<file path="config.mk">
export PLATFORM = sky130hd
export DESIGN_NAME = fetch_unit_flat
export DESIGN_NICKNAME = d
export VERILOG_FILES = /design/src/rtl/fetch_unit_if.sv /design/src/rtl/fetch_unit.sv /design/src/flat_wrapper.sv
export SDC_FILE = /design/constraint.sdc
export NUM_CORES = 1
export LEC_CHECK = 0
export BUFFER_PORTS_ARGS = -buffer_cell sky130_fd_sc_hd__buf_2
export CORE_ASPECT_RATIO = 1.2
export CORE_UTILIZATION = 35
export CTS_CLUSTER_SIZE = 24
export DETAILED_ROUTE_END_ITERATION = 7
export GPL_TIMING_DRIVEN = 0
export PLACE_DENSITY = 0.7
export RECOVER_POWER = 25
export SYNTH_ARGS = -nofsm -noshare
export SYNTH_HDL_FRONTEND = slang
export SYNTH_SLANG_ARGS = --single-unit
</file>
<file path="constraint.sdc">
create_clock -name clk -period 2 [get_ports clk]
set_input_delay 0.2 -clock clk [delete_from_list [all_inputs] [get_ports clk]]
set_output_delay 0.2 -clock clk [all_outputs]
set_load 0.05 [all_outputs]
</file>
<file path="src/rtl/fetch_unit_if.sv">
// Instruction-memory request/response bundle between fetch and imem.
// Master drives the request; slave answers with data.
interface fetch_unit_if #(
    parameter int XLEN = 32
);
    logic            imem_req_valid;
    logic            imem_req_ready;
    logic [XLEN-1:0] imem_addr;
    logic            imem_rsp_valid;
    logic [31:0]     imem_rsp_data;

    modport master (
        output imem_req_valid,
        output imem_addr,
        input  imem_req_ready,
        input  imem_rsp_valid,
        input  imem_rsp_data
    );

    modport slave (
        input  imem_req_valid,
        input  imem_addr,
        output imem_req_ready,
        output imem_rsp_valid,
        output imem_rsp_data
    );
endinterface

</file>
<file path="src/rtl/fetch_unit.sv">
// RV32I multi-cycle fetch stage: PC, IR, imem handshake and IR decode.
// Faults are one-cycle pulses; seq_error is sticky until reset.
module fetch_unit #(
    parameter int              XLEN     = 32,
    parameter logic [XLEN-1:0] RESET_PC = '0,
    parameter logic [XLEN-1:0] TRAP_VEC = XLEN'(32'h0000_0100),
    parameter int              TIMEOUT  = 64
) (
    input  logic            clk,
    input  logic            rst,
    input  logic            fetch_req,
    input  logic            pc_update,
    input  logic [1:0]      pc_select,
    input  logic [XLEN-1:0] alu_result,
    fetch_unit_if.master    imem,
    output logic            instr_valid,
    output logic [31:0]     instr,
    output logic [6:0]      opcode,
    output logic [2:0]      funct3,
    output logic [6:0]      funct7,
    output logic [4:0]      rd,
    output logic [4:0]      rs1,
    output logic [4:0]      rs2,
    output logic [XLEN-1:0] imm,
    output logic [XLEN-1:0] pc,
    output logic [XLEN-1:0] pc_plus4,
    output logic            busy,
    output logic            misaligned_fault,
    output logic            bus_fault,
    output logic            seq_error
);

    typedef enum logic [1:0] {
        S_IDLE,
        S_REQ,
        S_WAIT
    } state_t;

    localparam logic [31:0] NOP     = 32'h0000_0013;
    localparam logic [7:0]  TO_LAST = 8'(TIMEOUT - 1);

    localparam logic [6:0] OP_LOAD   = 7'b0000011;
    localparam logic [6:0] OP_FENCE  = 7'b0001111;
    localparam logic [6:0] OP_IMM    = 7'b0010011;
    localparam logic [6:0] OP_AUIPC  = 7'b0010111;
    localparam logic [6:0] OP_STORE  = 7'b0100011;
    localparam logic [6:0] OP_LUI    = 7'b0110111;
    localparam logic [6:0] OP_BRANCH = 7'b1100011;
    localparam logic [6:0] OP_JALR   = 7'b1100111;
    localparam logic [6:0] OP_JAL    = 7'b1101111;
    localparam logic [6:0] OP_SYSTEM = 7'b1110011;

    state_t          state_q, state_d;
    logic [XLEN-1:0] pc_q, pc_d;
    logic [31:0]     ir_q, ir_d;
    logic [XLEN-1:0] addr_q, addr_d;
    logic [7:0]      cnt_q, cnt_d;
    logic            iv_q, iv_d;
    logic            mis_q, mis_d;
    logic            bus_q, bus_d;
    logic            seq_q, seq_d;
    logic [XLEN-1:0] pc_upd;

    assign pc_plus4 = pc_q + XLEN'(4);

    // Bit 0 of a jump target is always dropped (JALR semantics).
    always_comb begin
        pc_upd = pc_q;
        unique case (pc_select)
            2'b00: pc_upd = alu_result & ~XLEN'(1);
            2'b01: pc_upd = pc_plus4;
            2'b10: pc_upd = pc_q;
            2'b11: pc_upd = TRAP_VEC;
        endcase
    end

    always_ff @(posedge clk) begin
        if (rst) begin
            state_q <= S_IDLE;
            pc_q    <= RESET_PC;
            ir_q    <= NOP;
            addr_q  <= RESET_PC;
            cnt_q   <= '0;
            iv_q    <= 1'b0;
            mis_q   <= 1'b0;
            bus_q   <= 1'b0;
            seq_q   <= 1'b0;
        end else begin
            state_q <= state_d;
            pc_q    <= pc_d;
            ir_q    <= ir_d;
            addr_q  <= addr_d;
            cnt_q   <= cnt_d;
            iv_q    <= iv_d;
            mis_q   <= mis_d;
            bus_q   <= bus_d;
            seq_q   <= seq_d;
        end
    end

    always_comb begin
        state_d = state_q;
        pc_d    = pc_q;
        ir_d    = ir_q;
        addr_d  = addr_q;
        cnt_d   = cnt_q;
        iv_d    = 1'b0;
        mis_d   = 1'b0;
        bus_d   = 1'b0;
        seq_d   = seq_q;
        unique case (state_q)
            S_IDLE: begin
                if (pc_update) pc_d = pc_upd;
                // Alignment is judged on the PC the fetch will use.
                if (fetch_req) begin
                    if (pc_d[1:0] == 2'b00) begin
                        state_d = S_REQ;
                        addr_d  = pc_d;
                    end else begin
                        mis_d = 1'b1;
                    end
                end
            end
            S_REQ: begin
                if (fetch_req || pc_update) seq_d = 1'b1;
                if (imem.imem_req_ready) begin
                    state_d = S_WAIT;
                    cnt_d   = '0;
                end
            end
            S_WAIT: begin
                if (fetch_req || pc_update) seq_d = 1'b1;
                if (imem.imem_rsp_valid) begin
                    ir_d    = imem.imem_rsp_data;
                    iv_d    = 1'b1;
                    state_d = S_IDLE;
                end else if (cnt_q == TO_LAST) begin
                    bus_d   = 1'b1;
                    state_d = S_IDLE;
                end else begin
                    cnt_d = cnt_q + 8'd1;
                end
            end
            default: state_d = S_IDLE;
        endcase
    end

    assign imem.imem_req_valid = (state_q == S_REQ);
    assign imem.imem_addr      = addr_q;

    assign instr_valid      = iv_q;
    assign misaligned_fault = mis_q;
    assign bus_fault        = bus_q;
    assign seq_error        = seq_q;
    assign busy             = (state_q != S_IDLE);
    assign pc               = pc_q;

    assign instr  = ir_q;
    assign opcode = ir_q[6:0];
    assign rd     = ir_q[11:7];
    assign funct3 = ir_q[14:12];
    assign rs1    = ir_q[19:15];
    assign rs2    = ir_q[24:20];
    assign funct7 = ir_q[31:25];

    logic is_i, is_s, is_b, is_u, is_j;

    assign is_i = (opcode == OP_LOAD) || (opcode == OP_IMM) ||
                  (opcode == OP_JALR) || (opcode == OP_SYSTEM) ||
                  (opcode == OP_FENCE);
    assign is_s = (opcode == OP_STORE);
    assign is_b = (opcode == OP_BRANCH);
    assign is_u = (opcode == OP_LUI) || (opcode == OP_AUIPC);
    assign is_j = (opcode == OP_JAL);

    always_comb begin
        imm = '0;
        unique case (1'b1)
            is_i: imm = {{(XLEN-12){ir_q[31]}}, ir_q[31:20]};
            is_s: imm = {{(XLEN-12){ir_q[31]}}, ir_q[31:25], ir_q[11:7]};
            is_b: imm = {{(XLEN-13){ir_q[31]}}, ir_q[31], ir_q[7],
                         ir_q[30:25], ir_q[11:8], 1'b0};
            is_u: imm = {{(XLEN-32){ir_q[31]}}, ir_q[31:12], 12'b0};
            is_j: imm = {{(XLEN-21){ir_q[31]}}, ir_q[31], ir_q[19:12],
                         ir_q[20], ir_q[30:21], 1'b0};
            default: imm = '0;
        endcase
    end

endmodule

</file>
<file path="src/flat_wrapper.sv">
// flat-port wrapper written by rule: the top's interface ports become plain ports
module fetch_unit_flat 
#(
    parameter int              XLEN     = 32,
    parameter logic [XLEN-1:0] RESET_PC = '0,
    parameter logic [XLEN-1:0] TRAP_VEC = XLEN'(32'h0000_0100),
    parameter int              TIMEOUT  = 64
)
  (clk, rst, fetch_req, pc_update, pc_select, alu_result, instr_valid, instr, opcode, funct3, funct7, rd, rs1, rs2, imm, pc, pc_plus4, busy, misaligned_fault, bus_fault, seq_error, imem_imem_req_valid, imem_imem_addr, imem_imem_req_ready, imem_imem_rsp_valid, imem_imem_rsp_data);
  fetch_unit_if #(.XLEN(XLEN)) imem_i ();
  input  logic clk;
  input  logic rst;
  input  logic fetch_req;
  input  logic pc_update;
  input  logic [1:0] pc_select;
  input  logic [XLEN-1:0] alu_result;
  output logic instr_valid;
  output logic [31:0] instr;
  output logic [6:0] opcode;
  output logic [2:0] funct3;
  output logic [6:0] funct7;
  output logic [4:0] rd;
  output logic [4:0] rs1;
  output logic [4:0] rs2;
  output logic [XLEN-1:0] imm;
  output logic [XLEN-1:0] pc;
  output logic [XLEN-1:0] pc_plus4;
  output logic busy;
  output logic misaligned_fault;
  output logic bus_fault;
  output logic seq_error;
  output wire logic [$bits(imem_i.imem_req_valid)-1:0] imem_imem_req_valid;
  output wire logic [$bits(imem_i.imem_addr)-1:0] imem_imem_addr;
  input wire logic [$bits(imem_i.imem_req_ready)-1:0] imem_imem_req_ready;
  input wire logic [$bits(imem_i.imem_rsp_valid)-1:0] imem_imem_rsp_valid;
  input wire logic [$bits(imem_i.imem_rsp_data)-1:0] imem_imem_rsp_data;
  assign imem_imem_req_valid = imem_i.imem_req_valid;
  assign imem_imem_addr = imem_i.imem_addr;
  assign imem_i.imem_req_ready = imem_imem_req_ready;
  assign imem_i.imem_rsp_valid = imem_imem_rsp_valid;
  assign imem_i.imem_rsp_data = imem_imem_rsp_data;
  fetch_unit #(.XLEN(XLEN), .RESET_PC(RESET_PC), .TRAP_VEC(TRAP_VEC), .TIMEOUT(TIMEOUT)) u_core (.clk(clk), .rst(rst), .fetch_req(fetch_req), .pc_update(pc_update), .pc_select(pc_select), .alu_result(alu_result), .imem(imem_i), .instr_valid(instr_valid), .instr(instr), .opcode(opcode), .funct3(funct3), .funct7(funct7), .rd(rd), .rs1(rs1), .rs2(rs2), .imm(imm), .pc(pc), .pc_plus4(pc_plus4), .busy(busy), .misaligned_fault(misaligned_fault), .bus_fault(bus_fault), .seq_error(seq_error));
endmodule
</file>
**After elaboration in Yosys (flattened, before gate mapping)**

Cells that the tools add are included.

- Bits in registers: 110
- Output and inout port bits: 198
- Logic and storage cells: 73
- Input bits: 72

- Reduce and logical (&&, ||, !) cells: 20
- Mux-type cells: 17
- Eq/ne operators: 22
- Bitwise logic cells: 3
- Add/subtract/negate cells: 2

Operators by type and width:

| cell | number |
|---|---|
| 32-bit case mux with 5 select lines | 1 |
| 32-bit case mux with 4 select lines | 1 |
| 32-bit 2-to-1 mux | 2 |
| 32-bit by 3-bit adder with 32-bit output (second input constant) | 1 |
| 7-bit == test (second input constant) | 4 |
| 8-bit 2-to-1 mux | 3 |
| 8-bit case mux with 2 select lines | 1 |
| 7-bit by 5-bit == test with 1-bit output (second input constant) | 2 |
| 7-bit by 6-bit == test with 1-bit output (second input constant) | 2 |
| 2-bit 2-to-1 mux | 5 |
| 8-bit by 1-bit adder with 8-bit output (second input constant) | 1 |
| 8-bit by 6-bit == test with 1-bit output (second input constant) | 1 |
| 4-bit AND reduction | 2 |
| 7-bit by 2-bit == test with 1-bit output (second input constant) | 1 |
| 7-bit by 4-bit == test with 1-bit output (second input constant) | 1 |
| 2-bit == test (second input constant) | 3 |
| 2-bit logical NOT | 3 |
| 1-bit logical OR | 6 |
| 2-bit != test (second input constant) | 3 |
| 2-bit case mux with 3 select lines | 1 |
| 3-bit OR reduction | 2 |
| 2-bit by 1-bit == test with 1-bit output (second input constant) | 2 |
| 2-bit by 1-bit != test with 1-bit output (second input constant) | 2 |
| 2-bit AND reduction | 2 |
| 6 further kinds | 12 |

**Longest topological paths before layout**

Gate-level depths: netlist (run 1).

- Word-level depth: 8
- Depth in mapped cells: 9
- Mapped depth without buffers: 7

**Worst setup path after synthesis (run 1)**

Ideal clock, no wire load.

- Path type: reg2out
- Start: reg u_core.pc_q[2] (netlist: u_core.pc[2])
- End: out pc_plus4[26]
- Cell stages (with the launch flop): 7
- Path slack: -0.997 ns
- Required time: 1.800 ns
- Arrival: 2.797 ns
- Path buffers: 1
- Path through: dfxtp_1 ha_1 nand3_2 buf_6 or3_1 nor4_4 xor2_1

- Word-level cells in the longest chain between the ends: 1

RTL lines:

| element | line | RTL |
|---|---|---|
| start: declaration | fetch_unit.sv:54 | `logic [XLEN-1:0] pc_q, pc_d;` |
| start signal: assignment | fetch_unit.sv:90 | `pc_q <= pc_d;` |
| 32-bit by 3-bit adder with 32-bit output | fetch_unit.sv:64 | `assign pc_plus4 = pc_q + XLEN'(4);` |
| end: declaration | flat_wrapper.sv:27 | `output logic [XLEN-1:0] pc_plus4;` |

Every way passes these cells.

**Worst setup path after layout (run 1)**

- Start: reg u_core.pc_q[3] (netlist: u_core.pc[3])
- End: out pc_plus4[26]

Same word-level chain as after synthesis.

==> results.rst, run 1 <==
.. list-table::
   :header-rows: 1

   * - Metric
     - Value
   * - Arrival time at the worst endpoint
     - roughly 2.1 ns
   * - Synth Cell Area
     - between 0.006 and 0.007 sq mm
   * - Pin count of the biggest net entering global routing
     - 21
   * - Type of the worst setup path
     - reg -> out
   * - Async set-or-reset flop fraction in the synthesized netlist
     - 0%
   * - Effective utilization at floorplan
     - around 36%
   * - Worst Setup Start Kind
     - flip-flop
   * - Die height
     - about 150 microns
   * - Net count of the finished layout
     - between 1000 and 1500
   * - Worst hold margin
     - approximately 0.059 ns
   * - Finished Core Util
     - between 60% and 70%
   * - Transition at the pin with the smallest max-transition slack
     - roughly 0.93 ns
   * - Initial antenna violation count
     - 2
   * - Total gr overflow
     - 0
   * - Average wire length per cell after detail routing
     - roughly 21 microns
   * - Synthesis-to-layout area growth
     - 70.9%
   * - Setup Skew
     - ~0.0075 ns
   * - Average cell area after synthesis
     - between 7 and 8 sq um
   * - Number of CTS-inserted buffers
     - 9
   * - Count of final hold-check violations
     - 0
   * - Proportion of synthesized chip area in sequential cells
     - 32.4%
   * - Initial detailed-routing violation count
     - about 740
   * - Status
     - finished, violations left
   * - Final WL
     - 31.8 mm
   * - Avg Vias per Cell
     - about 5.7
   * - Hold Crit Class
     - in -> reg
   * - Data required time of the worst path
     - between 1.5 and 2 ns
   * - Total number of clock tree sinks
     - between 100 and 150
   * - Flop and latch count out of synthesis
     - 110
   * - Row count
     - between 50 and 60
   * - Placed insts
     - roughly 1400
   * - Setup TNS Final
     - -12.74 ns
   * - Floorplan die area
     - 0.0200 sq mm
   * - Post-synthesis instance total
     - 862
   * - Half-perimeter wire length after placement
     - between 20 and 25 mm
   * - Total iterations of the first detailed-routing run
     - 5
   * - Total number of H-tree levels
     - 3
   * - Overall power of the completed layout
     - roughly 12 mW
   * - Global-route wire length before repair
     - between 40 and 50 mm
   * - Achievable frequency
     - around 430 MHz
   * - Remaining routing DRC violations
     - 0
   * - Number of global-route vias before repair
     - between 7000 and 8000
   * - Critical Path Fanout Max
     - 4
   * - CTS tree
     - built
   * - Worst slew slack as a fraction of its limit
     - approximately two fifths
   * - Post-route setup slack
     - -0.328 ns
   * - Min Clock Period, post-route
     - 2.33 ns
   * - Post-route ant nets
     - 0
   * - Via count of the routed design
     - 8549
   * - Clock Tree Root
     - sky130_fd_sc_hd__clkbuf_16
   * - Unrepaired setup endpoints after global routing
     - true
   * - Clock transition at path regs
     - approximately 0.08 ns
   * - Final standard cell count with taps included and fillers excluded
     - about 1500
   * - Final number of setup-violating endpoints
     - slightly above 80
   * - Yosys top cell by area
     - sky130_fd_sc_hd__dfxtp_1
   * - Pins over their slew limit
     - 0
   * - Aggregate global-route resource usage
     - between 20% and 30%
   * - Critical Path End Type
     - output pin
   * - Post-Syn Nets
     - between 900 and 1000
   * - Ranking of synthesized cells by area
     - sky130_fd_sc_hd__dfxtp_1, sky130_fd_sc_hd__nand2_1, sky130_fd_sc_hd__a21oi_1
   * - Max-cap viol count
     - 0
   * - Core Footprint
     - ~0.019 sq mm
   * - Share of the clock period used by the worst path after layout
     - 116%
   * - IR drop worst, VDD
     - roughly 1200 uV
   * - Port Buf Inserts
     - 266
   * - Share of Yosys cell area claimed by the top area cell type
     - 32.4%
   * - Unique masters post-synth
     - slightly above 80
   * - Leak
     - around 5.0 nW
   * - Number of warnings reported in the yosys synthesis log
     - 0
   * - Power per cell area
     - ~1000 mW/mm^2
   * - Violated checks
     - setup timing
   * - Post-synth top flop
     - sky130_fd_sc_hd__dfxtp_1
   * - Clock Latency Late Sink
     - about 0.36 ns
   * - Die span in x
     - between 100 and 150 microns
   * - Layout cells sized above 1
     - between 40 and 50%
   * - IO Pins
     - 270
   * - Number of synthesized flops with an enable pin
     - 0
   * - Deepest clock path buffer count
     - 2
   * - Final weighted congestion in routability-driven placement
     - between 0.9 and 1
   * - Number of hold-repair buffers added at the cts stage
     - 0
power by group:
| part | switching, mW | total [mW] | internal (mW) | leakage, nW |
|---|---|---|---|---|
| registers | 0.575 | 3.24 | 2.66 | 0.917 |
| logic | 4.72 | 6.95 | 2.23 | 3.91 |
| clock network | 0.928 | 1.93 | 1.00 | 0.152 |
routing by layer:
layer  up-vias  global-route usage (%)  part of all wire, %  wire length [microns]
met1      4034                    33.2                   37                  11700
met5         -                       0                0.041                     13
met4         2                    19.3                  5.8                   1840
li1       3824                       -                    -                      -
met3       123                    6.26                  8.6                   2750
met2       566                    50.1                   49                  15500
synth_stat cells, types with 10 or more instances:
cell type,n
sky130_fd_sc_hd__a311oi_1,13
sky130_fd_sc_hd__nor3_1,17
sky130_fd_sc_hd__or3_1,10
sky130_fd_sc_hd__and3_1,10
sky130_fd_sc_hd__dfxtp_1,110
sky130_fd_sc_hd__and2_1,14
sky130_fd_sc_hd__a211oi_1,33
sky130_fd_sc_hd__clkbuf_1,38
sky130_fd_sc_hd__nor2_1,83
sky130_fd_sc_hd__o21ai_0,30
sky130_fd_sc_hd__buf_4,35
sky130_fd_sc_hd__a21o_1,22
sky130_fd_sc_hd__buf_2,12
sky130_fd_sc_hd__xnor2_1,13
sky130_fd_sc_hd__nand4_1,10
sky130_fd_sc_hd__xor2_1,18
sky130_fd_sc_hd__nand2_1,110
sky130_fd_sc_hd__nand3_1,17
sky130_fd_sc_hd__nand2b_1,11
sky130_fd_sc_hd__a21oi_1,70
sky130_fd_sc_hd__inv_1,19
per-stage QoR:
stage                     area [sq um]  worst slack [ns]
after CTS                        10800            -0.425
after global routing             11600            -0.390
after floorplan                   7360            -0.157
after detailed placement          9010            -0.476
after global placement            9010            -0.481
final                            11600            -0.328
worst max-delay path, cell delays in order (launching register included):
cell and delay (ns):
sky130_fd_sc_hd__dfxtp_4 0.37, sky130_fd_sc_hd__ha_4 0.15, sky130_fd_sc_hd__nand3_4 0.09, sky130_fd_sc_hd__buf_12 0.14, sky130_fd_sc_hd__or3_4 0.36, sky130_fd_sc_hd__nor4_4 0.14, sky130_fd_sc_hd__buf_4 0.18, sky130_fd_sc_hd__xor2_4 0.15
sky130_fd_sc_hd__buf_6 0.17
sequential cells by signal (all words and copies together) (netlist names):
register and cells:
u_core.cnt_q 8, u_core.imem.imem_addr 32, u_core.bus_fault 1, u_core.state_q 2
u_core.instr 32, u_core.seq_error 1, u_core.misaligned_fault 1, u_core.pc 32
u_core.instr_valid 1
cells by family after synthesis:
logic type | share of synthesized area (%)
AO/OA/AOI/OAI | 24.4
XOR/XNOR | 4.00
adder cells (fa/ha/maj) | 1.11
buffers and inverters | 10.6
flip-flops | 32.4
multiplexers | 0.626
AND/OR/NAND/NOR | 26.8
what timing repair did:
item                                    CTS  global route
endpoints found under the setup margin  119           149
resized for setup                       272           134
cloned                                    2             1
hold endpoints to repair                  0             0
buffers inserted                         65            45
pin swaps                                56            83
layout by cell type, fill, tap and decap left out, types with 9 or more instances in the layout:
cell type and n:
sky130_fd_sc_hd__nand3_1 12, sky130_fd_sc_hd__buf_6 67, sky130_fd_sc_hd__a21oi_1 61, sky130_fd_sc_hd__dfxtp_4 26, sky130_fd_sc_hd__clkbuf_1 74, sky130_fd_sc_hd__buf_8 34
sky130_fd_sc_hd__nand2b_1 10, sky130_fd_sc_hd__buf_2 156, sky130_fd_sc_hd__nand3b_1 9, sky130_fd_sc_hd__o21ai_0 14, sky130_fd_sc_hd__dfxtp_1 75, sky130_fd_sc_hd__nand4_1 10
sky130_fd_sc_hd__and3_1 9, sky130_fd_sc_hd__a21o_4 16, sky130_fd_sc_hd__a311oi_1 9, sky130_fd_sc_hd__inv_1 18, sky130_fd_sc_hd__a211oi_2 15, sky130_fd_sc_hd__nor3_1 13
sky130_fd_sc_hd__buf_4 105, sky130_fd_sc_hd__dfxtp_2 9, sky130_fd_sc_hd__clkbuf_16 10, sky130_fd_sc_hd__nand2_1 101, sky130_fd_sc_hd__a211oi_1 17, sky130_fd_sc_hd__nor2_1 75
final timing paths:
kind / startpoint / to / slack, ns / cells past startpoint
worst max-delay path: u_core.pc[3]$_SDFFE_PP0N_ / pc_plus4[26] / -0.33 / 8
worst min-delay path: imem_imem_rsp_data[6] / u_core.instr[6]$_SDFFE_PP0P_ / 0.06 / 3
worst max register to register: u_core.pc[3]$_SDFFE_PP0N_ / u_core.pc[28]$_SDFFE_PP0N_ / -0.21 / 10
worst min register to register: u_core.seq_error$_SDFFE_PP0P_ / u_core.seq_error$_SDFFE_PP0P_ / 0.45 / 2
final cells by class:
class / instances / area, sq um
timing repair buffer: 375 / 2790
tap: 256 / 320
antenna: 2 / 5.00
clock inverter: 6 / 83.8
sequential: 110 / 2310
fill: 1523 / 7320
buffer: 86 / 652
clock buffer: 10 / 229
multi-input combinational: 631 / 5140
inverter: 20 / 76.3
No activity file was read; power rests on OpenSTA's default activity.
==> inputs of run 2 (changes only) <==
--- a/config.mk
+++ b/config.mk
@@ -10,7 +10,6 @@
 export CORE_UTILIZATION = 35
 export CTS_CLUSTER_SIZE = 24
 export DETAILED_ROUTE_END_ITERATION = 7
-export GPL_TIMING_DRIVEN = 0
 export PLACE_DENSITY = 0.7
 export RECOVER_POWER = 25
 export SYNTH_ARGS = -nofsm -noshare
==> run 2 against run 1 <==
Effect of this change: the run still ends with setup timing left; maximum frequency rose by 1.0%; critical path depth fell by 1; sequential power fell by 6%; cell area fell by 4.0%; power fell by 2.6%; setup slack improved by 0.023 ns; non-clock buffer count fell by 15.
==> results.rst, run 2 (synthesized netlist as in run 1, its figures left out) <==
.. list-table::
   :header-rows: 1

   * - Metric
     - Value
   * - Remaining routing DRC violations
     - 0 (unchanged)
   * - Net count of the finished layout
     - 1296 (-1.1%)
   * - Max-cap viol count
     - 0 (unchanged)
   * - Cell count of the worst hold path
     - 3 (unchanged)
   * - Top routing layer in use
     - met5
   * - Achievable frequency
     - 434 MHz (+1.0%)
   * - Depth of the most critical reg-to-reg path
     - 11 (+1)
   * - Reg2Reg Setup Slack
     - -0.20 ns (about the same)
   * - Total iterations of the first detailed-routing run
     - 5 (unchanged)
   * - Dpl ws
     - -0.0212 ns (+0.455 ns)
   * - Hold Crit Class
     - in -> reg
   * - Die span in x
     - 129 microns (unchanged)
   * - Clock network power share
     - 15.8% (about the same)
   * - Met2 routed wirelength
     - 14.5 mm (-5.9%)
   * - Total number of H-tree levels
     - 3 (unchanged)
   * - Min Clock Period, post-route
     - 2.31 ns (-0.0230 ns)
   * - Core Footprint
     - 0.0189 sq mm (unchanged)
   * - IR drop worst, VDD
     - 966 uV (-17%)
   * - Clock Latency Late Sink
     - 0.37 ns (about the same)
   * - Clock transition at path regs
     - 0.08 ns (about the same)
   * - Most frequent standard cell in the layout excluding fill and tap cells
     - sky130_fd_sc_hd__buf_2
   * - Row count
     - 55 (unchanged)
   * - End point of the most critical hold path
     - u_core.instr[1]$_SDFFE_PP1P_
   * - Worst Setup Start Kind
     - flip-flop
   * - Reg2reg end
     - u_core.imem.imem_addr[28]$_SDFFE_PP0P_
   * - Worst r2r src
     - u_core.pc[3]$_SDFFE_PP0N_
   * - Total gr overflow
     - 0 (unchanged)
   * - Final WL
     - 28.8 mm (-9.2%)
   * - Synthesis-to-layout area growth
     - 64.2%
   * - Number of CTS-inserted buffers
     - 9 (unchanged)
   * - Post-DP Area
     - 0.00930 sq mm (+3.2%)
   * - Pin count of the biggest net entering global routing
     - 44 (+110%)
   * - Count of inserted antenna diode cells
     - 0 (-2)
   * - Initial detailed-routing violation count
     - 619 (-16%)
   * - Type of the worst setup path
     - reg -> out
   * - Critical Path End Type
     - output pin
   * - Count of final hold-check violations
     - 0 (unchanged)
   * - Share of the clock period used by the worst path after layout
     - 115% (-1.2 points)
   * - Sequential power share
     - 25.8% (-0.9 points)
   * - Net switching power figure
     - 6.00 mW (-3.6%)
   * - Share of total power in combinational logic
     - 58.3% (+1.0 points)
   * - Initial antenna violation count
     - 1 (-1)
   * - Final number of setup-violating endpoints
     - 56 (-31%)
   * - Port Buf Inserts
     - 268 (+0.75%)
   * - Die height
     - 155 microns (unchanged)
   * - Status
     - finished, violations left
   * - Leak
     - 4.82 nW (-3.3%)
   * - Detailed-routing wirelength on met1
     - 10.8 mm (-7.5%)
   * - Worst slew slack as a fraction of its limit
     - 55.6% (+17 points)
   * - Top library cells by usage in the layout, fill and taps aside
     - sky130_fd_sc_hd__buf_2, sky130_fd_sc_hd__buf_4, sky130_fd_sc_hd__nand2_1, sky130_fd_sc_hd__nor2_1, sky130_fd_sc_hd__dfxtp_1
   * - Final weighted congestion in routability-driven placement
     - 0.958 (-3.9%)
   * - Avg Vias per Cell
     - 5.56 (-2.7%)
   * - Post-route ant nets
     - 0 (unchanged)
   * - Arrival time at the worst endpoint
     - 2.11 ns (-0.02 ns)
   * - Effective utilization at floorplan
     - 35.9% (unchanged)
   * - Power per cell area
     - 1060 mW/mm^2 (+1.4%)
   * - Layout cells sized above 1
     - 47.4% (-1.5 points)
   * - Pins over their slew limit
     - 0 (unchanged)
   * - Via count of the routed design
     - 8226 (-3.8%)
   * - Average wire length per cell after detail routing
     - 19.5 microns (-8.1%)
   * - Clock Tree Root
     - sky130_fd_sc_hd__clkbuf_16
   * - Floorplan die area
     - 0.0200 sq mm (unchanged)
   * - CTS tree
     - built
   * - Violated checks
     - setup timing
   * - Setup Skew
     - 0.0142 ns (+0.00669 ns)
   * - Switch share
     - 50.8% (-0.53 points)
   * - Final standard cell count with taps included and fillers excluded
     - 1479 (-1.1%)
   * - Number of global-route vias before repair
     - 7662 (-1.9%)
   * - IO Pins
     - 270 (unchanged)
   * - Worst min-delay path startpoint
     - imem_imem_rsp_data[1]
   * - Half-perimeter wire length after placement
     - 19.8 mm (-6.6%)
   * - Total number of clock tree sinks
     - 110 (unchanged)
   * - Critical Path Fanout Max
     - 6 (+2)
   * - Deepest clock path buffer count
     - 2 (unchanged)
   * - Global-route wire length before repair
     - 41.8 mm (-5.1%)
   * - Transition at the pin with the smallest max-transition slack
     - 0.669 ns (-0.256 ns)
   * - Post-route setup slack
     - -0.305 ns (+0.0230 ns)
   * - Startpoint of the worst setup timing path
     - u_core.instr[3]$_SDFFE_PP0P_
   * - Setup TNS Final
     - -7.78 ns (+4.96 ns)
   * - Unrepaired setup endpoints after global routing
     - true
   * - Aggregate global-route resource usage
     - 27.4% (-2.1 points)
   * - Internal power summed over all cells
     - 5.80 mW (-1.5%)
   * - Cell area after layout
     - 0.0111 sq mm (-4.0%)
   * - Met3 wire len
     - 2.03 mm (-26%)
   * - Data required time of the worst path
     - 1.80 ns (about the same)
   * - Placed insts
     - 1406 (+1.6%)
[run 2: worst max-delay path by stage]
stage | endpoint | slack [ns] | cells after the start
CTS | pc_plus4[26] | -0.26 | 6
global route | imm[22] | -0.42 | 7
finish | imm[22] | -0.31 | 7
detailed placement | u_core.imem.imem_addr[16]$_SDFFE_PP0P_ | -0.02 | 7
floorplan | pc_plus4[26] | -0.16 | 6
global placement | pc_plus4[30] | 0.008 | 7
[run 2: layer usage]
metal	vias up	track usage, %
met5	-	0
met4	2	15.6
met3	91	4.91
met2	467	48.2
met1	3888	30.8
li1	3778	-
[run 2: per-stage QoR]
step	hold WS, ns	utilization [%]	power (mW)
floorplan	0.324	-	7.39
global placement	0.413	49.2	9.03
detailed placement	0.426	49.2	9.09
CTS	0.0427	56.7	11.4
global route	0.0481	58.9	12.3
finish	0.0528	58.9	11.8
[run 2: power by group through the flow]
stage	Combinational, mW	Sequential (mW)	Clock, mW
finish	6.89	3.05	1.87
detailed placement	6.05	3.03	0
CTS	6.51	3.02	1.92
global route	7.23	3.10	2.00
global placement	6.01	3.02	0
floorplan	3.12	4.27	0
[run 2: what timing repair did]
item	CTS	global route
pin swaps	35	61
setup endpoints to repair	60	78
setup buffers	35	28
resized for setup	232	88
cloned	2	0
hold buffers	0	0
hold endpoints to repair	0	0
[run 2: worst max-delay path: stages (launching register included)]
cell	delay [ns]
sky130_fd_sc_hd__dfxtp_4	0.39
sky130_fd_sc_hd__nor3b_4	0.21
sky130_fd_sc_hd__o21ai_1	0.08
sky130_fd_sc_hd__a21o_1	0.22
sky130_fd_sc_hd__a211oi_2	0.30
sky130_fd_sc_hd__buf_4	0.25
sky130_fd_sc_hd__a21o_1	0.12
sky130_fd_sc_hd__buf_6	0.16
[run 2: cell type report]
class / instances / area [sq um]
Tap cell: 256 / 320
Clock inverter: 6 / 62.6
Clock buffer: 10 / 239
Multi-Input combinational cell: 631 / 4870
Fill cell: 1618 / 7780
Inverter: 20 / 75.1
Timing Repair Buffer: 446 / 3280
Sequential cell: 110 / 2300
==> inputs of run 3 (changes only) <==
--- a/config.mk
+++ b/config.mk
@@ -10,7 +10,7 @@
 export CORE_UTILIZATION = 35
 export CTS_CLUSTER_SIZE = 24
 export DETAILED_ROUTE_END_ITERATION = 7
-export PLACE_DENSITY = 0.7
+export PLACE_DENSITY = 0.73
 export RECOVER_POWER = 25
 export SYNTH_ARGS = -nofsm -noshare
 export SYNTH_HDL_FRONTEND = slang
==> run 3 against run 2 <==
Effect of this change: register-to-register slack improved by 0.15 ns; the flow still finishes with violations (setup timing); power grew 0.25%; clock-buffer cell count is 1 lower; clock power about the same; global-route usage fell by 0.14 points.
==> results.rst, run 3 (synthesized netlist as in run 1, its figures left out) <==
.. list-table::
   :header-rows: 1

   * - Metric
     - Value
   * - Status
     - finished, violations left
   * - Violated checks
     - setup timing
   * - Overall power of the completed layout
     - 11.8 mW (+0.25%)
   * - Achievable frequency
     - 431 MHz (-0.71%)
   * - Top routing layer in use
     - met4
   * - Data required time of the worst path
     - 1.80 ns (about the same)
   * - Worst min-delay path startpoint
     - imem_imem_rsp_data[4]
   * - Die span in x
     - 129 microns (unchanged)
   * - Post-route ant nets
     - 0 (unchanged)
   * - Hold Crit Class
     - in -> reg
   * - Met3 wire len
     - 2.83 mm (+40%)
   * - End point of the most critical hold path
     - u_core.instr[4]$_SDFFE_PP1P_
   * - Clock Latency Late Sink
     - 0.37 ns (about the same)
   * - Via count of the routed design
     - 8523 (+3.6%)
   * - Number of hold-repair buffers added at the cts stage
     - 0 (unchanged)
   * - Leak
     - 4.94 nW (+2.5%)
   * - Sequential power share
     - 26.0% (+0.2 points)
   * - Final standard cell count with taps included and fillers excluded
     - 1472 (-0.47%)
   * - Transition at the pin with the smallest max-transition slack
     - 0.696 ns (+0.0267 ns)
   * - Placed insts
     - 1401 (-0.36%)
   * - Min Clock Period, post-route
     - 2.32 ns (+0.0166 ns)
   * - Floorplan die area
     - 0.0200 sq mm (unchanged)
   * - # fillers
     - 1510 (-6.7%)
   * - Internal power summed over all cells
     - 5.73 mW (-1.2%)
   * - Share of the clock period used by the worst path after layout
     - 116% (+0.83 points)
   * - Clock transition at path regs
     - 0.09 ns (about the same)
   * - Net switching power figure
     - 6.10 mW (+1.6%)
   * - Deepest clock path buffer count
     - 2 (unchanged)
   * - Initial antenna violation count
     - 2 (+1)
   * - Crit path cell chain
     - nor3b_4 -> o21ai_1 -> a21o_1 -> a211oi_2 -> buf_6 -> a21o_1 -> buf_6
   * - Total gr overflow
     - 0 (unchanged)
   * - Depth of the most critical reg-to-reg path
     - 8 (-3)
   * - Top library cells by usage in the layout, fill and taps aside
     - sky130_fd_sc_hd__buf_2, sky130_fd_sc_hd__buf_4, sky130_fd_sc_hd__nand2_1, sky130_fd_sc_hd__nor2_1, sky130_fd_sc_hd__dfxtp_1
   * - Number of global-route vias before repair
     - 7722 (+0.78%)
   * - IO Pins
     - 270 (unchanged)
   * - Number of CTS-inserted buffers
     - 9 (unchanged)
   * - Final WL
     - 29.8 mm (+3.4%)
   * - IR drop worst, VDD
     - 912 uV (-5.6%)
   * - Count of final hold-check violations
     - 0 (unchanged)
   * - Aggregate global-route resource usage
     - 27.3% (-0.14 points)
   * - Clock network power share
     - 15.9% (about the same)
   * - Initial detailed-routing violation count
     - 641 (+3.6%)
   * - Worst slew slack as a fraction of its limit
     - 53.8% (-1.8 points)
   * - Reg2Reg Setup Slack
     - -0.05 ns (+0.15 ns)
   * - Avg Vias per Cell
     - 5.79 (+4.1%)
   * - Power per cell area
     - 1060 mW/mm^2 (-0.27%)
   * - Pin count of the biggest net entering global routing
     - 44 (unchanged)
   * - Unrepaired setup endpoints after global routing
     - true
   * - Switch share
     - 51.5% (+0.71 points)
   * - Remaining routing DRC violations
     - 0 (unchanged)
   * - Critical Path End Type
     - output pin
   * - Max-cap viol count
     - 0 (unchanged)
   * - Reg2reg end
     - u_core.pc[28]$_SDFFE_PP0N_
   * - Layout cells sized above 1
     - 49.0% (+1.5 points)
   * - Buffer and inverter count on the worst path
     - 2 (unchanged)
   * - Share of total power in combinational logic
     - 58.1% (-0.2 points)
   * - Type of the worst setup path
     - reg -> out
   * - Setup TNS Final
     - -8.19 ns (-0.409 ns)
   * - Cell count of the worst hold path
     - 3 (unchanged)
   * - Clock Tree Root
     - sky130_fd_sc_hd__clkbuf_16
   * - Average wire length per cell after detail routing
     - 20.3 microns (+3.9%)
   * - CTS tree
     - built
   * - Worst Setup Start Kind
     - flip-flop
   * - Slowest stage delay, CP
     - 0.38 ns (about the same)
   * - Core Footprint
     - 0.0189 sq mm (unchanged)
   * - Die height
     - 155 microns (unchanged)
   * - Row count
     - 55 (unchanged)
   * - Port Buf Inserts
     - 268 (unchanged)
   * - Detailed-routing wirelength on met1
     - 10.7 mm (-1.5%)
   * - Synthesis-to-layout area growth
     - 65.0%
   * - Global-route wire length before repair
     - 41.8 mm (-0.23%)
   * - Total number of clock tree sinks
     - 110 (unchanged)
   * - CP Depth
     - 7 (unchanged)
   * - Net count of the finished layout
     - 1286 (-0.77%)
   * - Critical Path Fanout Max
     - 6 (unchanged)
   * - Arrival time at the worst endpoint
     - 2.12 ns (about the same)
   * - Cell with the largest stage delay on the worst path
     - sky130_fd_sc_hd__dfxtp_4
   * - Met2 routed wirelength
     - 14.4 mm (-0.69%)
   * - Setup Skew
     - 0.0138 ns (-0.000363 ns)
   * - Post-route setup slack
     - -0.322 ns (-0.0166 ns)
   * - Final number of setup-violating endpoints
     - 58 (+3.6%)
   * - Most frequent standard cell in the layout excluding fill and tap cells
     - sky130_fd_sc_hd__buf_2
   * - Half-perimeter wire length after placement
     - 19.1 mm (-3.4%)
   * - Finished Core Util
     - 59.2% (+0.30 points)
   * - Pins over their slew limit
     - 0 (unchanged)
   * - Total number of H-tree levels
     - 3 (unchanged)
   * - Effective utilization at floorplan
     - 35.9% (unchanged)
   * - Worst r2r src
     - u_core.pc[6]$_SDFFE_PP0N_
   * - Cell family with the largest share of critical-path delay
     - compound AO/OA/AOI/OAI gates
   * - Final weighted congestion in routability-driven placement
     - 0.955 (-0.32%)
   * - Total iterations of the first detailed-routing run
     - 5 (unchanged)
==> run 3: worst max-delay path by stage <==
| stage | startpoint | to | slack, ns |
|---|---|---|---|
| finish | u_core.instr[6]$_SDFFE_PP0P_ | imm[22] | -0.32 |
| global route | u_core.instr[6]$_SDFFE_PP0P_ | imm[22] | -0.42 |
| CTS | u_core.pc[2]$_SDFFE_PP0N_ | pc_plus4[26] | -0.26 |
| detailed placement | u_core.pc[2]$_SDFFE_PP0N_ | u_core.pc[16]$_SDFFE_PP0N_ | -0.06 |
| global placement | u_core.pc[2]$_SDFFE_PP0N_ | pc_plus4[30] | 0.009 |
| floorplan | u_core.pc[14]$_SDFFE_PP0N_ | pc_plus4[26] | -0.16 |
==> run 3: metal layers <==
layer | track usage, % | vias to the layer above
li1 | - | 3784
met1 | 30.0 | 4023
met2 | 47.2 | 553
met3 | 6.33 | 163
met4 | 16.4 | 0
met5 | 0 | -
==> run 3: worst reg2reg max path: cells and delay by family, from the launching register on <==
kind,cells,cell delay (ns)
buf+inv,3,0.49
flops,1,0.36
simple gates,4,0.91
compound gates,1,0.20
==> run 3: power by group through the flow <==
stage / sequential (mW) / combinational, mW / clock, mW
after global placement: 3.04 / 5.89 / 0
after global routing: 3.12 / 7.19 / 2.00
after detailed placement: 3.05 / 5.93 / 0
final: 3.08 / 6.88 / 1.88
after floorplan: 4.27 / 3.12 / 0
after CTS: 3.03 / 6.39 / 1.91
==> run 3: stage by stage <==
step                      hold slack (ns)  instance area, sq um  setup slack, ns
after detailed placement            0.419                  9270          -0.0562
after floorplan                     0.324                  7360           -0.157
after global placement              0.414                  9270          0.00879
final                              0.0544                 11200           -0.322
after CTS                          0.0268                 10600           -0.255
after global routing               0.0458                 11200           -0.420
==> run 3: timing repair <==
item | CTS | global route
resized for setup | 224 | 113
pin swaps | 39 | 52
setup endpoints to repair | 61 | 78
cloned | 2 | 0
buffers inserted | 26 | 28
endpoints found under the hold margin | 0 | 0
==> run 3: final cells by class <==
| cell class | instances | area, sq um | share of cell area, % |
|---|---|---|---|
| multi-input cells | 631 | 4950 | 44.1 |
| repair buffers | 436 | 3250 | 29.0 |
| flip-flops and latches | 110 | 2300 | 20.5 |
| well taps | 256 | 320 | 2.86 |
| clock buffers | 9 | 225 | 2.01 |
| inverters | 20 | 77.6 | 0.692 |
| clock inverters | 7 | 75.1 | 0.670 |
| diodes | 3 | 7.51 | 0.0670 |
